**src/rtl/multi_rundown_counter.sv**
```systemverilog
// Multi-channel loadable rundown timers (watchdog / drag-out source); expiry pulse N+1 enabled cycles after Start.
// No backpressure: clk_en freezes every channel and requests arriving while it is low are dropped, not queued.
// MULTI_RUNDOWN_FINISH_EN: simulation-only report and $finish on expiry; undefined builds are pure RTL.
module multi_rundown_counter #(
  parameter int CHANNELS       = 4,
  parameter int COUNT_BITWIDTH = 16,
  parameter int DEFAULT_WAIT   = 8
) (
  input  logic                               clk,
  input  logic                               rst,
  input  logic                               clk_en,
  input  logic [CHANNELS-1:0]                Start,
  input  logic [CHANNELS-1:0]                Cancel,
  input  logic [COUNT_BITWIDTH-1:0]          LoadValue,
  input  logic                               UseDefault,
  input  logic [CHANNELS-1:0]                ClearSticky,
  output logic [CHANNELS-1:0]                Active,
  output logic [CHANNELS-1:0]                ExpiredPulse,
  output logic [CHANNELS-1:0]                ExpiredSticky,
  output logic                               AnyActive,
  output logic [CHANNELS*COUNT_BITWIDTH-1:0] CountOut
);

  localparam logic [COUNT_BITWIDTH-1:0] DEFAULT_LOAD = COUNT_BITWIDTH'(DEFAULT_WAIT);

  logic [COUNT_BITWIDTH-1:0] count [CHANNELS];
  logic [COUNT_BITWIDTH-1:0] load_value;

  assign load_value = (UseDefault && (LoadValue == '0)) ? DEFAULT_LOAD : LoadValue;

  always_ff @(posedge clk or posedge rst) begin
    if (rst) begin
      Active        <= '0;
      ExpiredPulse  <= '0;
      ExpiredSticky <= '0;
      for (int i = 0; i < CHANNELS; i++) count[i] <= '0;
    end else begin
      // The pulse is cleared on every edge, enabled or not, so it is never stretched.
      ExpiredPulse <= '0;
      if (clk_en) begin
        for (int i = 0; i < CHANNELS; i++) begin
          // Clear first so a same-cycle expiry below overrides it.
          if (ClearSticky[i]) ExpiredSticky[i] <= 1'b0;
          if (Cancel[i]) begin
            Active[i] <= 1'b0;
          end else if (Start[i]) begin
            count[i]  <= load_value;
            Active[i] <= 1'b1;
          end else if (Active[i]) begin
            if (count[i] == '0) begin
              Active[i]        <= 1'b0;
              ExpiredPulse[i]  <= 1'b1;
              ExpiredSticky[i] <= 1'b1;
            end else begin
              count[i] <= count[i] - 1'b1;
            end
          end
        end
      end
    end
  end

  assign AnyActive = |Active;

  for (genvar g = 0; g < CHANNELS; g++) begin : g_count_out
    assign CountOut[g*COUNT_BITWIDTH +: COUNT_BITWIDTH] = count[g];
  end

`ifdef MULTI_RUNDOWN_FINISH_EN
  int unsigned elapsed [CHANNELS];

  always @(posedge clk or posedge rst) begin
    if (rst) begin
      for (int i = 0; i < CHANNELS; i++) elapsed[i] <= 0;
    end else if (clk_en) begin
      for (int i = 0; i < CHANNELS; i++) begin
        if (Start[i] && !Cancel[i]) elapsed[i] <= 0;
        else if (Active[i])         elapsed[i] <= elapsed[i] + 1;
      end
    end
  end

  always @(posedge clk) begin
    if (!rst && (|ExpiredPulse)) begin
      for (int i = 0; i < CHANNELS; i++)
        if (ExpiredPulse[i])
          $display("><>< RUNDOWN CHANNEL %0d ELAPSED AFTER %0d CYCLES ><><", i, elapsed[i]);
      $finish;
    end
  end
`else
  // Expiry is visible only through ExpiredPulse / ExpiredSticky.
`endif

endmodule

```
**config.mk**
```make
export PLATFORM = sky130hd
export DESIGN_NAME = multi_rundown_counter
export DESIGN_NICKNAME = d
export VERILOG_FILES = /design/src/rtl/multi_rundown_counter.sv
export SDC_FILE = /design/constraint.sdc
export NUM_CORES = 1
export LEC_CHECK = 0
export BUFFER_PORTS_ARGS = -buffer_cell sky130_fd_sc_hd__buf_4
export CAP_MARGIN = 0
export CORE_MARGIN = 2
export CORE_UTILIZATION = 56
export CTS_BUF_LIST = sky130_fd_sc_hd__clkbuf_8
export CTS_CLUSTER_SIZE = 12
export DETAILED_ROUTE_END_ITERATION = 8
export PLACE_DENSITY = 0.92
export SLEW_MARGIN = 15
export SYNTH_ARGS = -nofsm -noshare
export SYNTH_HDL_FRONTEND = slang
export SYNTH_SLANG_ARGS = --single-unit
```
**constraint.sdc**
```tcl
create_clock -name clk -period 3.8 [get_ports clk]
set_clock_uncertainty 0.05 [all_clocks]
set_input_delay 0.95 -clock clk [delete_from_list [all_inputs] [get_ports clk]]
set_output_delay 0.95 -clock clk [all_outputs]
set_load 0.005 [all_outputs]
```
# Word-level counts from Yosys, hierarchy flattened
# Cells that the tools add are included.
[classes]
mux = 66
n_lt_le_gt_ge = 0
shifts = 0
eq_ne = 4
div = 0
n_mul = 0
bitwise_logic = 4
reduce_logical = 15
n_addsub = 4
[op_table]
columns = ["op", "count"]
rows = [
  ["16-bit 2-to-1 mux", 13],
  ["16-bit logical NOT", 5],
  ["16-bit by 1-bit subtractor with 16-bit output (second input constant)", 4],
  ["1-bit 2-to-1 mux", 52],
  ["4-bit AND reduction", 4],
  ["2-bit inequality test (second input constant)", 4],
  ["2-bit nonzero test", 4],
  ["4-bit 2-to-1 mux", 1],
  ["1-bit inverter", 4],
  ["4-bit OR reduction", 1],
  ["1-bit logical AND", 1],
]
[totals]
out_inout_bits = 77
ram_bits = 0
mem_bits_ro = 0
latch_bits = 0
mem_count = 0
regBits = 76

# Logic depth before layout (Yosys ltp)
[logic_depth]
word_depth = 6
mapped_depth = 9

# Worst setup path after synthesis
# Ideal clock, no wire load.
[synth_timing]
path_kind = "input-to-reg"
startpoint = "input port Start[2]"
endpoint = "register count, in the netlist CountOut[40]"
stages = 6
arrival_time_ps = 2376
slack_ps = 1253
path_cell_list = "clkbuf_1 -> or4_1 -> nor4_4 -> a21oi_2 -> buf_6 -> a22o_1"
[synth_between]
elab_chain_len = 2
elab_cells_between_ends = 4
cone_classes = "eq/ne: 1; mux: 1; reduce/logical: 2"
[synth_rtl]
columns = ["element", "line", "text"]
rows = [
  ["start: declaration", "12", "input logic [CHANNELS-1:0] Start,"],
  ["2-bit inequality test (no line) / 2-bit nonzero test (equally long branches)", "-", ""],
  ["4-bit AND reduction (no line)", "-", ""],
  ["end signal: indexed assignment", "47", "count[i] <= load_value;"],
  ["end signal: indexed assignment", "55", "count[i] <= count[i] - 1'b1;"],
  ["end: declaration", "26", "logic [COUNT_BITWIDTH-1:0] count [CHANNELS];"],
]
# Several ways; a longest one is shown, not always the timed one.
# A chain may end at the register's enable or synchronous reset.

# Final worst setup path
[layout_timing]
startpoint = "input port Start[1]"
endpoint = "register count, in the netlist CountOut[22]"
# The elaborated chain is that of the path after synthesis.

==> results summary <==
The signal on the critical path passes through buf_4 > clkinv_1 > a21boi_0 > nand2_1 > o21ai_0 > o21ai_0. Setup repair after global routing left no endpoint under its margin. The signal arrival time at the worst endpoint came out at 2.92 ns.

STA puts the critical path data required time at 3.97 ns. The number of global-route vias before repair came out at 4440. The number of enable flip-flop cells after synthesis is 0. In this run, CTS created clock tree buffers numbering 9. The origin of the critical flop-to-flop path is CountOut[48]$_DFFE_PP0P_. The start-to-end type of the worst setup path is in2reg. 0 antenna diodes ended up in the layout. The cell count after placement came out at 744. The core area is 8134 µm². The floorplan row count is 33. The path with the worst hold slack has its endpoint at ExpiredSticky[0]$_DFFE_PP0P_.

The synthesized area per cell came out at 8.265 µm². The fmax is 0.3640 GHz. The number of gates resized after CTS was 0. The post-CTS setup-driven buffer insertion count is 0. The worst voltage drop across the vdd grid is 244.2 µV. The clock net sink count came out at 76. The final period utilization is 0.7229. The slowest stage cell on the critical path is sky130_fd_sc_hd__a21boi_0.

Summed over all cells, the static leakage comes to 2.450 nW. The wire length per cell after detailed routing came out at 19.15 µm. The number of nets with antenna violations after detailed routing came out at 0.

The number of cells produced by synthesis is 565. The first-pass GRT wire length is 22580 µm. The TritonCTS clock tree is built. Broken down by cell family, the worst path's largest delay share belongs to compound AO/OA/AOI/OAI gates. The number of max-capacitance violations reported is 0.

The number of hold buffers added after CTS is 0. The share of the synthesized area in the top cell type is 0.4073. In this run the number of H-tree levels came out at 3. The clock transition at the register clock pins on the worst setup and hold paths after CTS is 0.08 ns.

The startpoint of the worst hold path is ExpiredSticky[0]$_DFFE_PP0P_. The worst setup path is launched from an input pin. The die is 95.32 µm wide. The detailed-route wire length is 14560 µm. The die span in y came out at 95.32 µm.

The total nets after synthesis is 604. The final core utilization came out at 0.6979. The clock root buffer is sky130_fd_sc_hd__clkbuf_8. In this design, the critical path's most frequently occurring cell is sky130_fd_sc_hd__o21ai_0. Setup violations remaining at the end of the flow were counted as 0. The final global-route overflow total is 0. The count of buffers inserted at the top-level ports came out at 108. The actual transition at the worst max-transition pin is 0.8714 ns. The final instance count without filler cells came out at 760. The proportion of register bits with asynchronous set or reset after synthesis is 1.000. The commonest cells after synthesis are sky130_fd_sc_hd__o21ai_0 (83), sky130_fd_sc_hd__dfrtp_1 (76), sky130_fd_sc_hd__nor2_1 (56).

The delay of the slowest critical-path stage came out at 0.55 ns. The number of buffer and inverter stages on the critical path is 2. The peak fanout along the critical path is 31. The worst slew margin relative to its limit is 0.4137.

The number of hold violations in the final report is 0. In the routed design, unresolved DRC markers number 0. The number of slew-limit violations in the final report is 0. In this run the power density over the cells is 518.3 nW/µm². The shortest clock period the worst path allows after layout came out at 2.747 ns.

The run finished with clean final reports. Of the cells placed in the final design, the portion with a size suffix greater than 1 is 0.2092. The flip-flop and latch count after synthesis is 76.

The top-level I/O count came out at 109. After synthesis, the cell types taking the most area are sky130_fd_sc_hd__dfrtp_1 (41%), sky130_fd_sc_hd__o21ai_0 (8.9%), sky130_fd_sc_hd__nor2_1 (4.5%). The number of filler instances in the final layout came out at 629. In the global route stage, overall resource usage came out at 0.3237. The worst register-to-register path has a depth of 7. The worst register-to-register path ends at CountOut[51]$_DFFE_PP0P_. Compared with the post-synthesis result, the final layout area differs by 21.57%. The via count of the routed design came out at 5119.

The number of different library cells in the post-synthesis netlist came out at 62. The largest net degree at the start of global routing came out at 48. The path class of the tightest hold or removal check is reg2reg.

Among all flip-flop cells after synthesis, the most frequent one is sky130_fd_sc_hd__dfrtp_1. The post-detailed-route via-to-cell ratio came out at 6.736. The initial core utilization came out at 0.5741. Yosys instantiated no cell more often than sky130_fd_sc_hd__o21ai_0. The initial antenna violation count is 0. The clock reaches the later pin of the worst-skew pair after 0.35 ns. Summed over all nets, the half-perimeter wirelength after detailed placement is 10060 µm. The number of iterations in the first detailed-routing pass is 5. The first-iteration detailed-routing DRC count is 434. The worst hold path stage count is 1. The cell area after synthesis is 4669 µm².

The largest area contributor in the synthesized netlist is sky130_fd_sc_hd__dfrtp_1. No sink is reached through more buffers than the 2 on the longest clock path. Of the synthesized area, sequential elements account for 0.4073. The number of synthesis warnings is 0. The worst setup path is captured at a register. The final layout net count is 689. Across all register-to-register paths, the minimum setup slack is 1.23 ns. The final setup TNS came out at 0 ns.

The routability congestion estimate from global placement is 0.9401. The area of the die is 9085 µm².
[worst max-delay path by stage]
stage / depth (start not counted) / from / end
3_5_place_dp: 5 / Start[1] / CountOut[21]$_DFFE_PP0P_
4_1_cts: 5 / Start[1] / CountOut[21]$_DFFE_PP0P_
2_1_floorplan: 1 / rst / Active[0]$_DFFE_PP0P_
3_3_place_gp: 6 / Start[1] / CountOut[22]$_DFFE_PP0P_
5_1_grt: 6 / Start[1] / CountOut[22]$_DFFE_PP0P_
6_report: 6 / Start[1] / CountOut[22]$_DFFE_PP0P_
[logic make-up (layout without fill, tap and decap cells)]
logic type               Yosys count  count (layout)  synth area share
adder cells (fa/ha/maj)            7               7           0.01876
AO/OA/AOI/OAI                    206             206            0.2730
buffers and inverters             53             143           0.04823
flip-flops                        76              76            0.4073
multiplexers                       2               2          0.004287
AND/OR/NAND/NOR                  221             221            0.2484
[metal layers]
metal / global-route usage / part of all wire
met1: 0.4613 / 0.39
met2: 0.4836 / 0.45
met3: 0.06403 / 0.13
met4: 0.1329 / 0.037
met5: 0 / 0
[stage by stage]
step                hold WS, ns  setup WS, ns  power, W  instance area [µm²]
floorplan                0.4235        0.8617  0.001791                 4669
global placement         0.4120        0.9103  0.002236                 5474
detailed placement       0.4182        0.7758  0.002289                 5474
CTS                      0.4363         1.162  0.002929                 5677
global route             0.4472        0.8173  0.003120                 5677
finish                   0.4309         1.053  0.002942                 5677
[cell type report]
class                           count  area (µm²)  share of cell area
Inverter                           18       67.56             0.01190
Sequential cell                    76        1902              0.3350
Clock inverter                      5       51.30            0.009037
Clock buffer                       11       151.4             0.02667
Tap cell                          105       131.4             0.02314
Multi-Input combinational cell    436        2542              0.4479
Timing Repair Buffer              109       830.8              0.1464
[sequential cells by signal, indices dropped and copies added, names as in the netlist]
signal / count
CountOut: 64
Active: 4
ExpiredPulse: 4
ExpiredSticky: 4
[cell usage in the layout (no fill, tap or decap), types with 11 or more instances in the layout]
| cell type | netlist | layout |
|---|---|---|
| sky130_fd_sc_hd__buf_4 | 1 | 108 |
| sky130_fd_sc_hd__o21ai_0 | 83 | 83 |
| sky130_fd_sc_hd__dfrtp_1 | 76 | 76 |
| sky130_fd_sc_hd__nor2_1 | 56 | 56 |
| sky130_fd_sc_hd__nand2_1 | 44 | 44 |
| sky130_fd_sc_hd__a21oi_1 | 36 | 36 |
| sky130_fd_sc_hd__nor3_1 | 27 | 27 |
| sky130_fd_sc_hd__nor4_1 | 24 | 24 |
| sky130_fd_sc_hd__inv_1 | 17 | 17 |
| sky130_fd_sc_hd__a22oi_1 | 14 | 14 |
| sky130_fd_sc_hd__nand3_1 | 13 | 13 |
| sky130_fd_sc_hd__clkbuf_8 | 0 | 11 |
[power by group]
part	switching (W)	internal [W]
registers	0.000298	0.000986
clock network	0.000310	0.000335
logic	0.000520	0.000494
Power figures use the tool's default switching activity.
